===== src/rtl/pipeline_sequencer_pkg.sv =====
// Shared types for the pipeline run-control sequencer: the FSM state
// encoding exposed on the debug readout, plus a small classification helper.
package pipeline_sequencer_pkg;

  localparam int SEQ_STATE_W = 3;

  // Codes 5-7 are never produced; the FSM steers them back to SEQ_IDLE.
  typedef enum logic [SEQ_STATE_W-1:0] {
    SEQ_IDLE  = 3'd0,
    SEQ_RUN   = 3'd1,
    SEQ_STEP  = 3'd2,
    SEQ_DRAIN = 3'd3,
    SEQ_DONE  = 3'd4
  } seq_state_e;

  // True while the pipeline is moving (the cycle counter advances in these states).
  function automatic logic seq_is_busy(input seq_state_e s);
    return (s == SEQ_RUN) || (s == SEQ_STEP) || (s == SEQ_DRAIN);
  endfunction

endpackage


===== src/rtl/pipeline_sequencer_sat_counter.sv =====
// Saturating up-counter with synchronous clear; holds at all-ones.
module sat_counter #(
  parameter int W = 32
) (
  input  logic         i_clk,
  input  logic         i_reset,
  input  logic         i_inc,
  input  logic         i_clr,
  output logic [W-1:0] o_count
);

  logic [W-1:0] count_q;

  // Count up on i_inc, stop at the maximum value instead of wrapping.
  always_ff @(posedge i_clk or posedge i_reset) begin
    if (i_reset) begin
      count_q <= '0;
    end else if (i_clr) begin
      count_q <= '0;
    end else if (i_inc && (count_q != '1)) begin
      count_q <= count_q + W'(1);
    end
  end

  assign o_count = count_q;

endmodule


===== src/rtl/pipeline_sequencer.sv =====
// Run-control FSM for the 5-stage pipeline. Turns debug run/step commands and
// hazard-unit requests into pipeline-register enables and flushes, drains the
// back end after HALT, and counts cycles in which the pipeline advanced.
// Handshake note: i_run/i_step are single-cycle command pulses sampled every
// clock; i_step is edge-qualified so a held level yields only one step.
module pipeline_sequencer
  import pipeline_sequencer_pkg::*;
#(
  parameter int DRAIN_CYCLES = 3,
  parameter int CNT_W        = 32
) (
  input  logic             i_clk,
  input  logic             i_reset,
  input  logic             i_run,
  input  logic             i_step,
  input  logic             i_hz_stall,
  input  logic             i_hz_flush_if_id,
  input  logic             i_hz_flush_id_ex,
  input  logic             i_hz_halt,
  output logic             o_pc_we,
  output logic             o_if_id_we,
  output logic             o_if_id_flush,
  output logic             o_id_ex_we,
  output logic             o_id_ex_flush,
  output logic             o_ex_mem_we,
  output logic             o_mem_wb_we,
  output logic             o_busy,
  output logic             o_halted,
  output logic [CNT_W-1:0] o_cycle_count,
  output logic [2:0]       o_state
);

  localparam int             DW         = (DRAIN_CYCLES > 1) ? $clog2(DRAIN_CYCLES) : 1;
  localparam logic [DW-1:0]  DRAIN_LOAD = DW'(DRAIN_CYCLES - 1);

  seq_state_e    state_q;
  logic [DW-1:0] drain_q;
  logic          halted_q;
  logic          step_prev_q;
  logic          step_edge;
  logic          advance;
  logic          draining;

  // A step only counts on its rising edge so a held button cannot re-trigger.
  assign step_edge = i_step & ~step_prev_q;

  // Run-control FSM with the drain countdown and sticky halted flag.
  always_ff @(posedge i_clk or posedge i_reset) begin
    if (i_reset) begin
      state_q     <= SEQ_IDLE;
      drain_q     <= '0;
      halted_q    <= 1'b0;
      step_prev_q <= 1'b0;
    end else begin
      step_prev_q <= i_step;
      case (state_q)
        SEQ_IDLE: begin
          if (i_run) begin
            state_q <= SEQ_RUN;
          end else if (step_edge) begin
            state_q <= SEQ_STEP;
          end
        end
        SEQ_RUN: begin
          if (i_hz_halt) begin
            state_q <= SEQ_DRAIN;
            drain_q <= DRAIN_LOAD;
          end
        end
        SEQ_STEP: begin
          if (i_hz_halt) begin
            state_q <= SEQ_DRAIN;
            drain_q <= DRAIN_LOAD;
          end else begin
            state_q <= SEQ_IDLE;
          end
        end
        SEQ_DRAIN: begin
          if (drain_q == '0) begin
            state_q  <= SEQ_DONE;
            halted_q <= 1'b1;
          end else begin
            drain_q <= drain_q - DW'(1);
          end
        end
        SEQ_DONE: begin
          state_q <= SEQ_DONE;
        end
        default: begin
          state_q  <= SEQ_IDLE;
          halted_q <= 1'b0;
        end
      endcase
    end
  end

  // Pipeline enables/flushes decoded from the registered state and live hazards.
  always_comb begin
    advance       = (state_q == SEQ_RUN) || (state_q == SEQ_STEP);
    draining      = (state_q == SEQ_DRAIN);
    o_pc_we       = 1'b0;
    o_if_id_we    = 1'b0;
    o_if_id_flush = 1'b0;
    o_id_ex_we    = 1'b0;
    o_id_ex_flush = 1'b0;
    o_ex_mem_we   = 1'b0;
    o_mem_wb_we   = 1'b0;
    if (advance) begin
      o_pc_we       = ~i_hz_stall;
      o_if_id_we    = ~i_hz_stall;
      o_if_id_flush = i_hz_flush_if_id;
      o_id_ex_we    = 1'b1;
      o_id_ex_flush = i_hz_flush_id_ex;
      o_ex_mem_we   = 1'b1;
      o_mem_wb_we   = 1'b1;
    end else if (draining) begin
      // Front end frozen, bubbles pushed into ID/EX while the back end retires.
      o_id_ex_we    = 1'b1;
      o_id_ex_flush = 1'b1;
      o_ex_mem_we   = 1'b1;
      o_mem_wb_we   = 1'b1;
    end
  end

  sat_counter #(
    .W (CNT_W)
  ) u_cycle_cnt (
    .i_clk   (i_clk),
    .i_reset (i_reset),
    .i_inc   (seq_is_busy(state_q)),
    .i_clr   (1'b0),
    .o_count (o_cycle_count)
  );

  assign o_busy   = seq_is_busy(state_q);
  assign o_halted = halted_q;
  assign o_state  = state_q;

endmodule


===== config.mk =====
export PLATFORM = sky130hd
export DESIGN_NAME = pipeline_sequencer
export DESIGN_NICKNAME = d
export VERILOG_FILES = /design/src/rtl/pipeline_sequencer_pkg.sv /design/src/rtl/pipeline_sequencer_sat_counter.sv /design/src/rtl/pipeline_sequencer.sv
export SDC_FILE = /design/constraint.sdc
export NUM_CORES = 1
export LEC_CHECK = 0
export CORE_MARGIN = 4
export CORE_UTILIZATION = 30
export CTS_BUF_LIST = sky130_fd_sc_hd__clkbuf_4 sky130_fd_sc_hd__clkbuf_8
export DETAILED_ROUTE_END_ITERATION = 16
export DONT_BUFFER_PORTS = 1
export GPL_TIMING_DRIVEN = 0
export SLEW_MARGIN = 20
export SYNTH_ARGS = -nofsm -noshare
export SYNTH_HDL_FRONTEND = slang
export SYNTH_HIERARCHICAL = 1
export SYNTH_SLANG_ARGS = --single-unit

===== constraint.sdc =====
create_clock -name i_clk -period 2.5 [get_ports i_clk]
set_clock_uncertainty 0.1 [all_clocks]
set_input_delay 0.25 -clock i_clk [delete_from_list [all_inputs] [get_ports i_clk]]
set_output_delay 0.25 -clock i_clk [all_outputs]
set_load 0.02 [all_outputs]

==> PnR_summary.wiki <==
{| class="wikitable"
! Metric !! Value
|-
| Status || complete, but fails checks
|-
| Violations in the final reports || negative setup slack
|-
| Clock buffer depth || 2
|-
| YS warnings || 6
|-
| Areal power density over the cells || 739 mW/mm^2
|-
| Antenna diode count || 0
|-
| Routed wire length per instance || 16.0 um
|-
| Worst Tran Pin Value || slightly above 0.7 ns
|-
| Post-synthesis register bit count || 39
|-
| Die boundary width || 93.4 um
|-
| Static Leak || about 1.0 nW
|-
| Initial core utilization || 0.315
|-
| Number of routed nets with antenna violations || 0
|-
| Post-route clock period utilization || 1.04
|-
| Seq pwr share || 0.410
|-
| Crit Reg-Reg Endpoint || u_cycle_cnt/o_count[21]
|-
| Share of the synthesized area in the top cell type || 0.446
|-
| Maximum number of pins on one net before global-route repair || 33
|-
| Number of nets in the layout || 270
|-
| Arrival time at the worst endpoint || 2.73 ns
|-
| Final Worst Setup Slack || -0.110 ns
|-
| Max-capacitance violation count || 0
|-
| Global-route wire length before repair || between 9 and 10 mm
|-
| Via count || 1938
|-
| Post-synthesis async set-or-reset flop share || 1.00
|-
| Origin of the critical flop-to-flop path || o_state[2]
|-
| Crit-path max FO || 7
|-
| Max-slew violation total from the final report || 0
|-
| Core footprint || 0.00694 sq mm
|-
| Vias in the first global route || 1776
|-
| Nature of the critical path endpoint || register
|-
| Die boundary height || 93.4 um
|-
| Most instantiated flip-flop cell in the synthesis netlist || dfrtp_1
|-
| Proportion of layout cells with a drive suffix above 1 || 0.264
|-
| Max_slew headroom || 0.515
|-
| Leftover overflow at the end of global routing || 0
|-
| Clock latency on the worst-skew pair || between 0.2 and 0.3 ns
|-
| First-pass iteration count of the detailed router || 4
|-
| Clock buffers created by TritonCTS || 5
|-
| Avg Vias per Cell || 5.43
|-
| Crit path launch type || register
|-
| End point of the critical path || u_cycle_cnt/o_count[21]
|-
| Number of synthesized flops with an enable pin || 0
|-
| NetSw || 0.773 mW
|-
| Placement row count || 30
|-
| Unique masters post-synth || 43
|-
| CTS tree || yes
|-
| Synth top cells by count || 39 x dfrtp_1, 33 x a21oi_1, 17 x nand2_1
|-
| Number of cells traversed by the worst register-to-register path || 8
|-
| Required time of the critical path || about 2.6 ns
|-
| Syn-to-layout area delta || 23.6%
|-
| Post-route DRC violation count || 0
|-
| RSZ-0062 raised after global routing || yes
|-
| Final min period || 2.61 ns
|-
| Part of the power in combinational logic || 0.374
|-
| VDD IR-drop max || 544 uV
|-
| Number of antenna violations at the first check in global routing || 0
|-
| Crit path from || o_state[2]
|-
| Number of port buffers || 0
|-
| Library cell with the largest summed area after synthesis || dfrtp_1
|-
| Synthesized area per cell || around 9 sq um
|-
| Final-layout worst hold slack || between 0.09 and 0.1 ns
|-
| Total global-route track usage || 0.131
|-
| Number of ports placed on the die boundary || between 50 and 60
|-
| Final Setup Violations || 13
|-
| Die Outline Area || 0.00872 sq mm
|-
| Sequential area share after synthesis || 0.446
|-
| Post-detailed-placement half-perimeter wirelength || between 3 and 4 mm
|-
| Worst setup slack for register-to-register paths || -0.11 ns
|-
| Setup TNS Final || -0.614 ns
|-
| Internal power component || approximately 1.2 mW
|-
| Classification of the worst setup path || register to register
|-
| Area contributors post-synth || dfrtp_1 45%, a21oi_1 7.6%, o31ai_1 5.1%, or4_1 4.8%, o21ai_0 3.4%
|-
| Number of sinks on the clock net || 39
|-
| # H-tree levels || 2
|-
| Area of the mapped netlist || 0.00219 sq mm
|-
| Cell with the most instances after synthesis || dfrtp_1
|-
| Gate Count Post-Synth || 237
|-
| Routability cong. || 0.779
|-
| Violation count after the first detailed-route iteration || 69
|-
| Clock-pin slew reported for the worst setup and hold paths after clock tree synthesis || 0.07 ns
|-
| Maximum clock frequency || roughly 380 MHz
|-
| Final count of hold timing violations || 0
|-
| Total Wirelength || 5.72 mm
|-
| Path class of the lowest-slack min-delay path || input pin to register
|-
| Clock power frac || 0.216
|-
| Fraction of power spent switching nets || 0.387
|-
| Cell chosen for the clock root || clkbuf_8
|}
-- metal layers --
layer	track usage	share of wire
met2	0.205	0.48
met3	0.0418	0.068
met1	0.175	0.44
met4	0.0330	0.010
met5	0	0
-- logic make-up after synthesis --
family                   after synthesis  share of synthesized area
buffers and inverters                 25                     0.0578
adder cells (fa/ha/maj)                2                     0.0114
flip-flops                            39                      0.446
other                                  1                    0.00171
XOR/XNOR                               4                     0.0160
AO/OA/AOI/OAI                         74                      0.210
AND/OR/NAND/NOR                       91                      0.252
multiplexers                           1                    0.00458
-- placed cells by master (no fill, tap or decap), types with 4 or more instances in the layout --
| cell | instances |
|---|---|
| o21ai_0 | 15 |
| and4_1 | 4 |
| o31ai_1 | 10 |
| nand4_1 | 6 |
| or3_1 | 12 |
| clkbuf_1 | 4 |
| nor2_1 | 7 |
| buf_4 | 13 |
| dfrtp_2 | 14 |
| conb_1 | 5 |
| or4_1 | 13 |
| inv_1 | 10 |
| clkbuf_8 | 5 |
| nand3_1 | 7 |
| dfrtp_1 | 25 |
| a21oi_1 | 31 |
| o31ai_2 | 4 |
| buf_6 | 5 |
| nand2_1 | 17 |
-- how the worst min path moves through the flow --
stage,from,endpoint,cells after the start
after floorplan,i_reset,drain_q[0],1
after global placement,i_reset,step_prev_q,1
after detailed placement,i_reset,o_state[1],1
after CTS,i_run,o_state[0],2
after global routing,i_run,o_state[0],2
final,i_run,o_state[0],2
-- timing repair --
action	4_1_cts	5_1_grt
endpoints found under the hold margin	40	0
endpoints found under the setup margin	26	31
gates cloned	0	0
pin swaps	10	6
hold buffers	2	0
setup buffers	6	4
resized for setup	23	19
-- layout make-up --
type                    count  area, sq um
clock buffers               7         83.8
multi-input cells         177         1250
fillers                   687         4240
repair buffers             12          108
flip-flops and latches     39          993
well taps                  96          120
inverters                  12         45.0
plain buffers              13          101
clock inverters             1         5.00
-- critical path: stages (launching register included) --
cell	delay [ns]
dfrtp_2	0.49
buf_6	0.16
nor2_4	0.30
nand4_1	0.30
nor3_4	0.29
o311ai_4	0.19
buf_6	0.17
or4_4	0.41
a21oi_2	0.14
-- stage by stage --
step / cell area (sq um) / instances / total power [mW] / util / setup slack (ns)
2_1_floorplan: 2210 / 241 / 1.36 / - / 0.0115
3_3_place_gp: 2330 / 337 / 1.45 / 0.336 / -0.417
3_5_place_dp: 2330 / 337 / 1.45 / 0.336 / -0.415
4_1_cts: 2600 / 353 / 1.98 / 0.374 / -0.140
5_1_grt: 2700 / 357 / 2.14 / 0.389 / -0.248
6_report: 2700 / 357 / 2.00 / 0.389 / -0.110
-- power by group through the flow --
stage	Combinational [mW]	Clock, mW	Sequential, mW
global placement	0.622	0	0.824
global route	0.832	0.481	0.830
CTS	0.706	0.449	0.821
finish	0.747	0.431	0.820
detailed placement	0.627	0	0.824
floorplan	0.548	0	0.807
-- state kept, by name, indices dropped and copies added, names as in the netlist --
register / flops
drain_q: 2
o_state: 3
o_halted: 1
u_cycle_cnt/o_count: 32
step_prev_q: 1
No activity file was read; power rests on OpenSTA's default activity.
